===== src/rtl/alu_seq_divider.sv =====
// Iterative signed divider for the ALU division opcode.
// Radix-2 restoring division on operand magnitudes, one quotient bit per clock,
// followed by a sign fix-up on the final step. Ready/valid handshake on both sides.
module alu_seq_divider #(
   parameter int WIDTH = 16
) (
   input  logic             clk,
   input  logic             rst_n,
   input  logic             in_valid,
   output logic             in_ready,
   input  logic [WIDTH-1:0] lhs,
   input  logic [WIDTH-1:0] rhs,
   input  logic             flush,
   output logic             out_valid,
   input  logic             out_ready,
   output logic [WIDTH-1:0] quotient,
   output logic [WIDTH-1:0] remainder,
   output logic             div_by_zero
);

   localparam int CW = $clog2(WIDTH);

   typedef enum logic [1:0] {
      IDLE = 2'd0,
      CALC = 2'd1,
      DONE = 2'd2
   } state_t;

   state_t state, state_next;
   logic   accept;

   logic [CW-1:0]  count;      // remaining restoring steps minus one
   logic [WIDTH-1:0] dvd;      // dividend magnitude shifting out, quotient bits shifting in
   logic [WIDTH:0]   dsr;      // divisor magnitude, zero-extended to the partial remainder width
   logic [WIDTH-1:0] rem_mag;  // partial remainder magnitude (always below the divisor)
   logic             q_neg;    // quotient must be negated at the end
   logic             r_neg;    // remainder must be negated at the end

   logic             rhs_zero;
   logic [WIDTH-1:0] lhs_abs;
   logic [WIDTH-1:0] rhs_abs;
   logic [WIDTH:0]   trial;
   logic [WIDTH:0]   diff;
   logic             q_bit;
   logic [WIDTH-1:0] rem_step;
   logic [WIDTH-1:0] dvd_step;
   logic [WIDTH-1:0] q_fix;
   logic [WIDTH-1:0] r_fix;

   // Operand magnitudes and one restoring step with its sign-corrected result.
   // The magnitude of the most negative operand is 2^(WIDTH-1), which still fits
   // WIDTH bits when read as unsigned.
   always_comb begin
      rhs_zero = (rhs == '0);
      lhs_abs  = lhs[WIDTH-1] ? ('0 - lhs) : lhs;
      rhs_abs  = rhs[WIDTH-1] ? ('0 - rhs) : rhs;
      trial    = {rem_mag, dvd[WIDTH-1]};
      diff     = trial - dsr;
      // trial < 2*dsr, so the top bit of diff is set exactly when the subtraction borrowed
      q_bit    = ~diff[WIDTH];
      rem_step = q_bit ? diff[WIDTH-1:0] : trial[WIDTH-1:0];
      dvd_step = {dvd[WIDTH-2:0], q_bit};
      q_fix    = q_neg ? ('0 - dvd_step) : dvd_step;
      r_fix    = r_neg ? ('0 - rem_step) : rem_step;
   end

   // State register.
   always_ff @(posedge clk or negedge rst_n) begin
      if (!rst_n) begin
         state <= IDLE;
      end else begin
         state <= state_next;
      end
   end

   // Next-state and handshake outputs; flush overrides every other transition.
   always_comb begin
      state_next = state;
      in_ready   = 1'b0;
      out_valid  = 1'b0;
      accept     = 1'b0;
      case (state)
         IDLE: begin
            in_ready = 1'b1;
            if (in_valid && !flush) begin
               accept     = 1'b1;
               state_next = rhs_zero ? DONE : CALC;
            end
         end
         CALC: begin
            if (count == '0) begin
               state_next = DONE;
            end
         end
         DONE: begin
            out_valid = 1'b1;
            if (out_ready) begin
               state_next = IDLE;
            end
         end
         default: begin
            state_next = IDLE;
         end
      endcase
      if (flush) begin
         state_next = IDLE;
      end
   end

   // Datapath: latch operands on accept, iterate in CALC, publish results on the last step.
   always_ff @(posedge clk or negedge rst_n) begin
      if (!rst_n) begin
         count       <= '0;
         dvd         <= '0;
         dsr         <= '0;
         rem_mag     <= '0;
         q_neg       <= 1'b0;
         r_neg       <= 1'b0;
         quotient    <= '0;
         remainder   <= '0;
         div_by_zero <= 1'b0;
      end else if (accept) begin
         count       <= CW'(WIDTH - 1);
         dvd         <= lhs_abs;
         dsr         <= {1'b0, rhs_abs};
         rem_mag     <= '0;
         q_neg       <= lhs[WIDTH-1] ^ rhs[WIDTH-1];
         r_neg       <= lhs[WIDTH-1];
         div_by_zero <= rhs_zero;
         if (rhs_zero) begin
            quotient  <= '1;
            remainder <= lhs;
         end
      end else if (state == CALC && !flush) begin
         count   <= count - 1'b1;
         dvd     <= dvd_step;
         rem_mag <= rem_step;
         if (count == '0) begin
            quotient  <= q_fix;
            remainder <= r_fix;
         end
      end
   end

endmodule


===== config.mk =====
export PLATFORM = sky130hd
export DESIGN_NAME = alu_seq_divider
export DESIGN_NICKNAME = d
export VERILOG_FILES = /design/src/rtl/alu_seq_divider.sv
export SDC_FILE = /design/constraint.sdc
export NUM_CORES = 1
export LEC_CHECK = 0
export ABC_AREA = 1
export BUFFER_PORTS_ARGS = -buffer_cell sky130_fd_sc_hd__buf_2
export CORE_MARGIN = 1
export CORE_UTILIZATION = 25
export DETAILED_ROUTE_END_ITERATION = 8
export SLEW_MARGIN = 20
export SYNTH_ARGS = -nofsm -noshare
export SYNTH_HDL_FRONTEND = slang
export SYNTH_SLANG_ARGS = --single-unit

===== constraint.sdc =====
create_clock -name clk -period 5.32 [get_ports clk]
set_input_delay 0 -clock clk [delete_from_list [all_inputs] [get_ports clk]]
set_output_delay 0 -clock clk [all_outputs]
set_load 0.05 [all_outputs]

==> impl_results.md, run 1 <==
* Status: completed
* Maxcap violations at 0
* Final setup margin at around 1.5 ns
* Lkg Pwr at about 4.1 nW
* Die span in y at 164 µm
* Critical Path Sink Type: flip-flop
* GRT Util Overall at about 15%
* Total wire length at between 15000 and 20000 µm
* Most frequent cells in the layout: nand2_1, inv_1, nor2_1, dfrtp_1, buf_2
* Core Util, Final at between 20 and 30%
* Vias in the first global route at 5994
* Synth cell types at 54
* Max-Slew Margin vs Limit at a little under two fifths
* Worst setup SP type: flip-flop
* Tot Pwr at around 4.3 mW
* Dominant synthesized flop cell: dfrtp_1
* Area Overhead vs Synth at 16.9%
* Largest net degree at the start of global routing at 72
* # rows at between 50 and 60
* VDD IR-drop max at slightly below 0.3 mV
* EDFF count, synth at 0
* Syn Nets at 1032
* FF+latch count, synth at slightly below 90
* Place WS at 1.54 ns
* Clk root buf: clkbuf_16
* Routed Antenna Nets at 0
* Post-route clock period utilization at ~72%
* Asr flop ratio synth at between 90% and 100%
* CP Class: flip-flop to flip-flop
* RSZ-0062 raised after global routing: no
* Finish-stage setup viols at 0
* Initial Util at about 25%
* GRT Residual Overflow at 0
* Die area at 27000 µm²
* CP required at about 5.6 ns
* Fin nets at between 1000 and 1500
* Clock Tree Buf Depth at 2
* Worst-Skew Late Latency at between 0.3 and 0.4 ns
* Initial antenna violation count at 0
* TritonRoute pass-1 iters at 5
* Seq/Total Area, Yosys at about a third
* Ys Warns at 0
* Hpwl dp at roughly 14000 µm
* GP Congestion at 0.876
* Total CTS buffers at 9
* Fin. Hold Viols at 0
* Clock transition at path regs at 0.06 ns
* Fillers at between 2000 and 3000
* Clock Sinks at 89
* Post-Syn Area per Cell at 6.76 µm²
* Worst hold path class: primary input to flip-flop
* Crit-path max FO at 14
* CTS tree: done
* Most common cell after layout, fill and taps aside: nand2_1
* Minimum clock period at 3.84 ns
* Vias per cell at approximately 4.6
* CP arrival at 4.08 ns
* Achievable frequency at about 0.26 GHz
* Cell Area, Synth at 6580 µm²
* Clock skew at between 0.01 and 0.015 ns
* Vias at between 6000 and 7000
* Ports at between 70 and 80
* # DRC at 0
* Max Slew Vio Count at 0
* Setup TNS at 0 ns
* Floorplan core area at ~26000 µm²
* Diodes inserted at 0
* DIE WIDTH at ~160 µm
* Iter 0 DRT Violations at between 300 and 400
* Fraction of layout cells with a size suffix above 1 at about 14%
* Mapped Cells at just under 1000
* Worst-margin pin slew at 0.932 ns
* Port Buffers at about 70
* Power Dens Cells at approximately 560 nW/µm²
* First-pass GRT wire length at a little over 30000 µm
* H-tree depth at 3
* Drt wl/cell at roughly 14 µm
## power by group
group / internal, mW / switching [mW]
clock: 0.328 / 0.280
combinational: 0.893 / 1.82
sequential: 0.834 / 0.161
total: 2.05 / 2.26
## state kept, by name (all words and copies together), names as in the netlist
| signal | cells |
|---|---|
| count | 4 |
| quotient | 16 |
| q_neg | 1 |
| state | 2 |
| dsr | 16 |
| div_by_zero | 1 |
| dvd | 16 |
| r_neg | 1 |
| rem_mag | 16 |
| remainder | 16 |
## critical path, stage by stage (launching register included)
cell and delay, ns:
dfrtp_1 0.41, inv_1 0.06, ha_1 0.22, fa_1 0.41, inv_1 0.11, nand2_1 0.05, nand2_1 0.07, nand3_1 0.10
nand2_2 0.12, nand2_4 0.07, nand2_4 0.08, nand2_2 0.09, nand2_4 0.18, ha_1 0.20, inv_1 0.06, nor4_1 0.52
nand4_1 0.26, o41ai_1 0.39, xor2_1 0.13, o22ai_1 0.12, inv_1 0.05
## worst paths after layout
path | slack [ns] | from | cells past startpoint | end
max | 1.48 | dvd[15]$_DFFE_PN0P_ | 20 | quotient[14]$_DFFE_PN0P_
min | 0.01 | rhs[0] | 3 | dsr[0]$_DFFE_PN0P_
max reg2reg | 1.48 | dvd[15]$_DFFE_PN0P_ | 20 | quotient[14]$_DFFE_PN0P_
min reg2reg | 0.48 | quotient[5]$_DFFE_PN0P_ | 2 | quotient[5]$_DFFE_PN0P_
max in group asynchronous | 4.05 | rst_n | 3 | dsr[4]$_DFFE_PN0P_
min in group asynchronous | 0.05 | rst_n | 2 | dvd[12]$_DFFE_PN0P_
## area by class of cell
class / instances / area (µm²) / share of cell area [%]
Clock buffer: 11 / 243 / 3.15
Clock inverter: 4 / 28.8 / 0.374
Inverter: 154 / 578 / 7.51
Multi-Input combinational cell: 698 / 3610 / 47.0
Sequential cell: 89 / 2230 / 28.9
Tap cell: 335 / 419 / 5.45
Timing Repair Buffer: 95 / 583 / 7.58
## metal layers
layer	vias up	GRT usage (%)	wire, µm
li1	3266	-	-
met1	2957	20.5	9180
met2	171	22.8	8770
met3	27	2.42	883
met4	0	5.30	381
met5	-	0	0
## synthesized netlist by cell type (2+ instances only)
| master | instances | share of area (%) |
|---|---|---|
| nor3_1 | 17 | 1.3 |
| inv_1 | 149 | 8.5 |
| a211oi_1 | 3 | 0.34 |
| xor2_1 | 18 | 2.4 |
| o21ai_0 | 50 | 3.8 |
| nor2_1 | 94 | 5.4 |
| o21ai_1 | 10 | 0.76 |
| a2111oi_0 | 2 | 0.27 |
| xnor2_1 | 5 | 0.67 |
| nand2_1 | 269 | 15 |
| a32o_1 | 2 | 0.30 |
| nand2_4 | 8 | 1.4 |
| nand2_2 | 19 | 1.8 |
| o31ai_1 | 3 | 0.34 |
| clkbuf_1 | 22 | 1.3 |
| buf_2 | 4 | 0.30 |
| buf_1 | 2 | 0.11 |
| nor4_1 | 6 | 0.57 |
| nand3b_1 | 3 | 0.34 |
| dfrtp_1 | 89 | 34 |
| inv_2 | 4 | 0.23 |
| o211ai_1 | 6 | 0.68 |
| o221ai_1 | 6 | 0.80 |
| a31oi_1 | 5 | 0.48 |
| nor2_2 | 7 | 0.67 |
| nand3_1 | 63 | 4.8 |
| or2_2 | 2 | 0.19 |
| nand3_2 | 4 | 0.61 |
| a21oi_1 | 33 | 2.5 |
| o2111ai_1 | 2 | 0.27 |
| and2_1 | 4 | 0.38 |
| o22ai_1 | 16 | 1.5 |
| nand4_1 | 5 | 0.48 |
| ha_1 | 21 | 4.0 |
## timing repair
action | 4_1_cts | 5_1_grt
buffers inserted | 0 | 0
gates resized for setup | 0 | 0
hold buffers | 18 | 0
hold endpoints to repair | 35 | 0
## metrics by stage
| stage | instances | hold slack [ns] | area (µm²) |
|---|---|---|---|
| after floorplan | 973 | -0.296 | 6580 |
| after global placement | 1353 | -0.108 | 7240 |
| after detailed placement | 1353 | -0.101 | 7240 |
| after CTS | 1386 | 0.00977 | 7690 |
| after global routing | 1386 | 0.0372 | 7690 |
| final | 1386 | 0.0109 | 7690 |
## cell families after synthesis
logic type                 synth area share [%]
AOI/OAI and AO/OA                          13.9
xor gates and xnor gates                   3.06
buffers and inverters                      11.3
DFF                                        33.9
and+or+nand+nor                            33.6
adders and majority gates                  4.30
Power figures use the tool's default switching activity.
==> inputs of run 2 (changes only) <==
==> constraint.sdc (replaced) <==
create_clock -name clk -period 3.7 [get_ports clk]
set_input_delay 0 -clock clk [delete_from_list [all_inputs] [get_ports clk]]
set_output_delay 0 -clock clk [all_outputs]
set_load 0.05 [all_outputs]
==> run 2 against run 1 <==
- combinational power increased by 46%
- clock power rose by 52%
- sequential cell count unchanged
- hold slack worse by 0.0016 ns
- register-to-register slack got worse by 1.1 ns
- utilization up 0.18 points
- non-clock buffer count grew 3
- sequential share of layout area is 0.17 points lower
- clock skew down 0.0025 ns
- first-iteration DRC count grew 22%
- routed wire length hardly changed
- maximum frequency is 15% higher
==> impl_results.md, run 2 (same netlist as run 1, synthesis figures left out) <==
* Area Overhead vs Synth at 17.6%
* Clock Sinks at 89 (unchanged)
* GP Congestion at 0.871 (-0.54%)
* DIE WIDTH at 164 µm (unchanged)
* Reg-to-Reg End: quotient[14]$_DFFE_PN0P_
* Fin. Hold Viols at 0 (unchanged)
* Clock transition at path regs at 0.07 ns (about the same)
* Finish-stage setup viols at 0 (unchanged)
* Iter 0 DRT Violations at 461 (+22%)
* Power Dens Cells at 815 nW/µm² (+45%)
* Tot Pwr at 6.31 mW (+46%)
* Port Buffers at 71 (unchanged)
* # DRC at 0 (unchanged)
* CP arrival at 3.63 ns (-0.45 ns)
* H-tree depth at 3 (unchanged)
* GRT Util Overall at 15.0% (+0.27 points)
* Drt wl/cell at 13.8 µm (-0.27%)
* Worst hold path class: primary input to flip-flop
* Layout Cells excl Fill at 1389 (+0.22%)
* Initial Util at 25.4% (unchanged)
* Lkg Pwr at 4.15 nW (+0.72%)
* Crit-path max FO at 5 (-9)
* Worst-margin pin slew at 0.782 ns (-0.149 ns)
* Vias in the first global route at 6106 (+1.9%)
* CP required at 4.01 ns (-1.55 ns)
* CTS tree: done
* Met1 wire length at 9370 µm (+2.1%)
* TritonRoute pass-1 iters at 7 (+2)
* Initial antenna violation count at 0 (unchanged)
* Largest net degree at the start of global routing at 68 (-5.6%)
* Total wire length at 19200 µm (about the same)
* # rows at 59 (unchanged)
* Minimum clock period at 3.32 ns (-0.512 ns)
* Met3 WL at 725 µm (-18%)
* CP Capture Point: quotient[14]$_DFFE_PN0P_
* Fin nets at 1109 (+0.27%)
* Achievable frequency at 0.301 GHz (+15%)
* Most frequent cells in the layout: nand2_1, inv_1, nor2_1, dfrtp_1, buf_2
* Clock Tree Buf Depth at 2 (unchanged)
* Die area at 27000 µm² (unchanged)
* Setup crit start: dvd[15]$_DFFE_PN0P_
* Uppermost layer routed: met4
* Vias at 6385 (-0.56%)
* Ports at 72 (unchanged)
* CP Class: flip-flop to flip-flop
* R2R Setup Slk at 0.38 ns (-1.11 ns)
* GRT Residual Overflow at 0 (unchanged)
* Hold Crit Depth at 3 (unchanged)
* R2R Path Start: dvd[15]$_DFFE_PN0P_
* Worst-Skew Late Latency at 0.36 ns (about the same)
* Critical Path Sink Type: flip-flop
* Max Slew Vio Count at 0 (unchanged)
* Hpwl dp at 14600 µm (+1.1%)
* Metal2 WL at 8630 µm (-1.5%)
* Placed Instances at 1356 (+0.22%)
* VDD IR-drop max at 0.384 mV (+29%)
* First-pass GRT wire length at 31400 µm (+1.1%)
* Vias per cell at 4.60 (-0.78%)
* Diodes inserted at 0 (unchanged)
* Routed Antenna Nets at 0 (unchanged)
* Total CTS buffers at 9 (unchanged)
* Max-Slew Margin vs Limit at 47.8% (+10 points)
* Die span in y at 164 µm (unchanged)
* Floorplan core area at 25900 µm² (unchanged)
* Hold Slack at 0.00924 ns (-0.00162 ns)
* Fraction of layout cells with a size suffix above 1 at 14.2% (+0.72 points)
* Worst setup SP type: flip-flop
* Status: completed
* Clk root buf: clkbuf_16
* Maxcap violations at 0 (unchanged)
* Clock skew at 0.0112 ns (-0.00254 ns)
* Most common cell after layout, fill and taps aside: nand2_1
* Post-route clock period utilization at 89.9% (+18 points)
* Worst r2r path cells at 21 (+5.0%)
## run 2: changes by cell type in the layout (fill, tap and decap cells not counted), sizes merged
cell / change
clkinvlp: -2
clkbuf: -1
inv: -1
dlygate4sd3: -2
bufinv: +1
clkinv: +3
buf: +5
## run 2: layout make-up
cell class	count	area, µm²
clock buffer	10	229
clock inverter	5	57.6
fill	2856	18200
inverter	154	578
multi-input combinational	698	3630
sequential	89	2230
tap	335	419
timing repair buffer	98	601
## run 2: worst max-delay path, stage by stage, from the launching register on
cell     delay (ns)
dfrtp_1        0.41
inv_1          0.06
ha_1           0.22
fa_1           0.42
inv_2          0.09
nand2_1        0.05
nand2_1        0.07
nand3_1        0.10
nand2_2        0.12
nand2_4        0.08
nand2_4        0.08
nand2_2        0.09
nand2_4        0.08
ha_1           0.18
inv_1          0.07
nor4_2         0.20
buf_4          0.16
nand4_1        0.16
o41ai_2        0.27
xor2_1         0.21
o22ai_1        0.09
inv_1          0.06
## run 2: through the flow
stage / utilization (%) / instance area (µm²) / setup TNS (ns) / setup WS [ns]
5_1_grt: 29.9 / 7740 / -0.00809 / -0.00809
2_1_floorplan: - / 6580 / 0 / 0.453
3_3_place_gp: 28.0 / 7260 / 0 / 0.409
3_5_place_dp: 28.0 / 7260 / 0 / 0.299
6_report: 29.9 / 7740 / 0 / 0.375
4_1_cts: 29.8 / 7710 / 0 / 0.283
## run 2: worst min-delay path by stage
stage	slack, ns	endpoint	start
finish	0.009	dsr[0]$_DFFE_PN0P_	rhs[0]
global route	0.03	dsr[0]$_DFFE_PN0P_	rhs[0]
CTS	0.02	remainder[13]$_DFFE_PN0P_	lhs[13]
detailed placement	0.13	quotient[13]$_DFFE_PN0P_	rst_n
global placement	0.13	quotient[13]$_DFFE_PN0P_	rst_n
floorplan	-0.30	count[0]$_DFFE_PN0P_	rst_n
## run 2: per-layer routing
metal	GRT usage, %	vias to the layer above
met5	0	-
met1	20.7	2936
met3	1.64	26
met2	23.8	143
li1	-	3280
met4	6.14	0
## run 2: what timing repair did
| item | CTS | global route |
|---|---|---|
| gates resized for setup | 0 | 3 |
| hold buffers | 16 | 0 |
| setup endpoints to repair | 0 | 4 |
| hold endpoints to repair | 72 | 0 |
| setup buffers | 0 | 2 |
## run 2: power by group
part / total, mW / switching [mW] / internal [mW] / leakage, nW
Combinational: 3.95 / 2.63 / 1.32 / 2.86
Sequential: 1.43 / 0.236 / 1.20 / 1.15
Clock: 0.924 / 0.404 / 0.520 / 0.142
==> inputs of run 3 (changes only) <==
--- a/config.mk
+++ b/config.mk
@@ -7,9 +7,13 @@
 export LEC_CHECK = 0
 export ABC_AREA = 1
 export BUFFER_PORTS_ARGS = -buffer_cell sky130_fd_sc_hd__buf_2
+export CELL_PAD_IN_SITES_DETAIL_PLACEMENT = 2
+export CELL_PAD_IN_SITES_GLOBAL_PLACEMENT = 2
 export CORE_MARGIN = 1
 export CORE_UTILIZATION = 25
+export CTS_CLUSTER_DIAMETER = 40
 export DETAILED_ROUTE_END_ITERATION = 8
+export PLACE_DENSITY_LB_ADDON = 0.1
 export SLEW_MARGIN = 20
 export SYNTH_ARGS = -nofsm -noshare
 export SYNTH_HDL_FRONTEND = slang
==> run 3 against run 2 <==
- the run now ends with negative hold slack left
- sequential power about the same
- first-iteration DRC count down 50%
- non-clock buffer count up 4
- setup slack worse by 0.13 ns
- combinational power up 7.6%
- clock skew up 0.0025 ns
- sequential cell count unchanged
- global-route usage up 4.7 points
- clock power up 16%
- cell area up 0.91%
- cell count up 0.29%
- largest cell class unchanged
==> impl_results.md, run 3 (same netlist as run 1, synthesis figures left out) <==
* Total CTS buffers at 9 (unchanged)
* Vias in the first global route at 7145 (+17%)
* CTS tree: done
* Worst hold path class: primary input to flip-flop
* # rows at 59 (unchanged)
* VDD IR-drop max at 0.313 mV (-19%)
* Post-route clock period utilization at 93.4% (+3.5 points)
* Place WS at -0.0283 ns (-0.327 ns)
* Iter 0 DRT Violations at 232 (-50%)
* Port Buffers at 71 (unchanged)
* Initial Util at 25.4% (unchanged)
* CP required at 3.95 ns (-0.06 ns)
* Fin. Hold Viols at 1 (+1)
* Die area at 27000 µm² (unchanged)
* Die span in y at 164 µm (unchanged)
* Total wire length at 25400 µm (+32%)
* Worst r2r path cells at 21 (unchanged)
* GRT Util Overall at 19.7% (+4.7 points)
* Diodes inserted at 0 (unchanged)
* Final setup margin at 0.245 ns (-0.130 ns)
* CP arrival at 3.70 ns (+0.07 ns)
* Worst-margin pin slew at 0.756 ns (-0.0264 ns)
* Most frequent cells in the layout: nand2_1, inv_1, nor2_1, dfrtp_1, buf_2
* Routed Antenna Nets at 0 (unchanged)
* Initial antenna violation count at 0 (unchanged)
* Power Dens Cells at 866 nW/µm² (+6.2%)
* Tot Pwr at 6.76 mW (+7.2%)
* Hold Slack at -0.00370 ns (-0.0129 ns)
* Critical Path Sink Type: flip-flop
* Vias per cell at 4.78 (+4.0%)
* Multi-input gate area at 3640 µm² (+0.41%)
* Floorplan core area at 25900 µm² (unchanged)
* Drt wl/cell at 18.2 µm (+32%)
* Minimum clock period at 3.45 ns (+0.130 ns)
* Dpl cell area at 7300 µm² (+0.45%)
* Maxcap violations at 0 (unchanged)
* Lkg Pwr at 4.19 nW (+0.78%)
* Worst-Skew Late Latency at 0.36 ns (about the same)
* Finish-stage setup viols at 0 (unchanged)
* Hpwl dp at 19800 µm (+36%)
* Worst setup SP type: flip-flop
* CP Class: flip-flop to flip-flop
* Clock Tree Buf Depth at 2 (unchanged)
* GRT Residual Overflow at 0 (unchanged)
* Design area at 7810 µm² (+0.91%)
* Ports at 72 (unchanged)
* Setup TNS at 0 ns (unchanged)
* Clk root buf: clkbuf_16
* Status: finished with violations
* Achievable frequency at 0.289 GHz (-3.8%)
* Clock transition at path regs at 0.07 ns (about the same)
* Hold Crit Depth at 3 (unchanged)
* Area Overhead vs Synth at 18.7%
* Fraction of layout cells with a size suffix above 1 at 15.3% (+1.1 points)
* Reg area at 2230 µm² (unchanged)
* Largest net degree at the start of global routing at 68 (unchanged)
* First-pass GRT wire length at 39900 µm (+27%)
* # DRC at 0 (unchanged)
* Crit-path max FO at 6 (+1)
* Failing checks: negative hold slack
* Most common cell after layout, fill and taps aside: nand2_1
* DIE WIDTH at 164 µm (unchanged)
* Vias at 6662 (+4.3%)
* Clock skew at 0.0138 ns (+0.00254 ns)
* H-tree depth at 3 (unchanged)
* Max Slew Vio Count at 0 (unchanged)
* GP Congestion at 0.816 (-6.3%)
* Max-Slew Margin vs Limit at 49.6% (+1.8 points)
* Fillers at 3113 (+9.0%)
* Fin nets at 1113 (+0.36%)
* Clock Sinks at 89 (unchanged)
* TritonRoute pass-1 iters at 4 (-3)
[run 3: area by class of cell]
type | count | share of cell area, %
Inverter | 154 | 7.40
Tap cell | 335 | 5.37
Clock buffer | 11 | 3.11
Clock inverter | 4 | 0.977
Sequential cell | 89 | 28.5
Timing Repair Buffer | 102 | 7.98
Multi-Input combinational cell | 698 | 46.7
[run 3: power by group]
group | switching, mW | internal, mW
combinational | 2.87 | 1.37
clock | 0.456 | 0.612
sequential | 0.253 | 1.20
[run 3: repair_timing]
item / in CTS / in global routing
hold buffers: 13 / 0
buffers inserted: 0 / 5
endpoints found under the hold margin: 40 / 0
resized for setup: 1 / 6
setup endpoints to repair: 1 / 3
pin swaps: 0 / 6
[run 3: per-stage QoR]
step	utilization, %	cells	hold WS (ns)
after floorplan	-	973	-0.296
after global placement	28.2	1360	-0.0258
after detailed placement	28.2	1360	-0.0216
after CTS	29.9	1388	0.00253
after global routing	30.1	1393	0.0392
final	30.1	1393	-0.00370
[run 3: worst paths after layout]
kind	from	to	slack [ns]
min reg2reg	remainder[13]$_DFFE_PN0P_	remainder[13]$_DFFE_PN0P_	0.48
min in group asynchronous	rst_n	rem_mag[10]$_DFFE_PN0P_	0.12
max	dvd[15]$_DFFE_PN0P_	quotient[14]$_DFFE_PN0P_	0.25
min	rhs[11]	dsr[11]$_DFFE_PN0P_	-0.004
max reg2reg	dvd[15]$_DFFE_PN0P_	quotient[14]$_DFFE_PN0P_	0.25
max in group asynchronous	rst_n	rem_mag[6]$_DFFE_PN0P_	2.63
[run 3: metal layers]
metal / track usage (%) / part of all wire, %
met1: 27.4 / 50
met2: 33.0 / 47
met3: 1.84 / 2.4
met4: 4.25 / 0.96
met5: 0 / 0
[run 3: worst max-delay path, stage by stage, from the launching register on]
cell     delay, ns
dfrtp_1       0.41
inv_1         0.06
ha_2          0.20
fa_2          0.40
inv_2         0.08
nand2_1       0.05
nand2_1       0.08
nand3_2       0.08
nand2_2       0.11
nand2_4       0.08
nand2_4       0.08
nand2_2       0.10
nand2_4       0.14
ha_2          0.19
inv_1         0.07
nor4_2        0.19
buf_4         0.18
nand4_1       0.16
o41ai_2       0.38
xor2_1        0.12
o22ai_1       0.13
inv_1         0.06
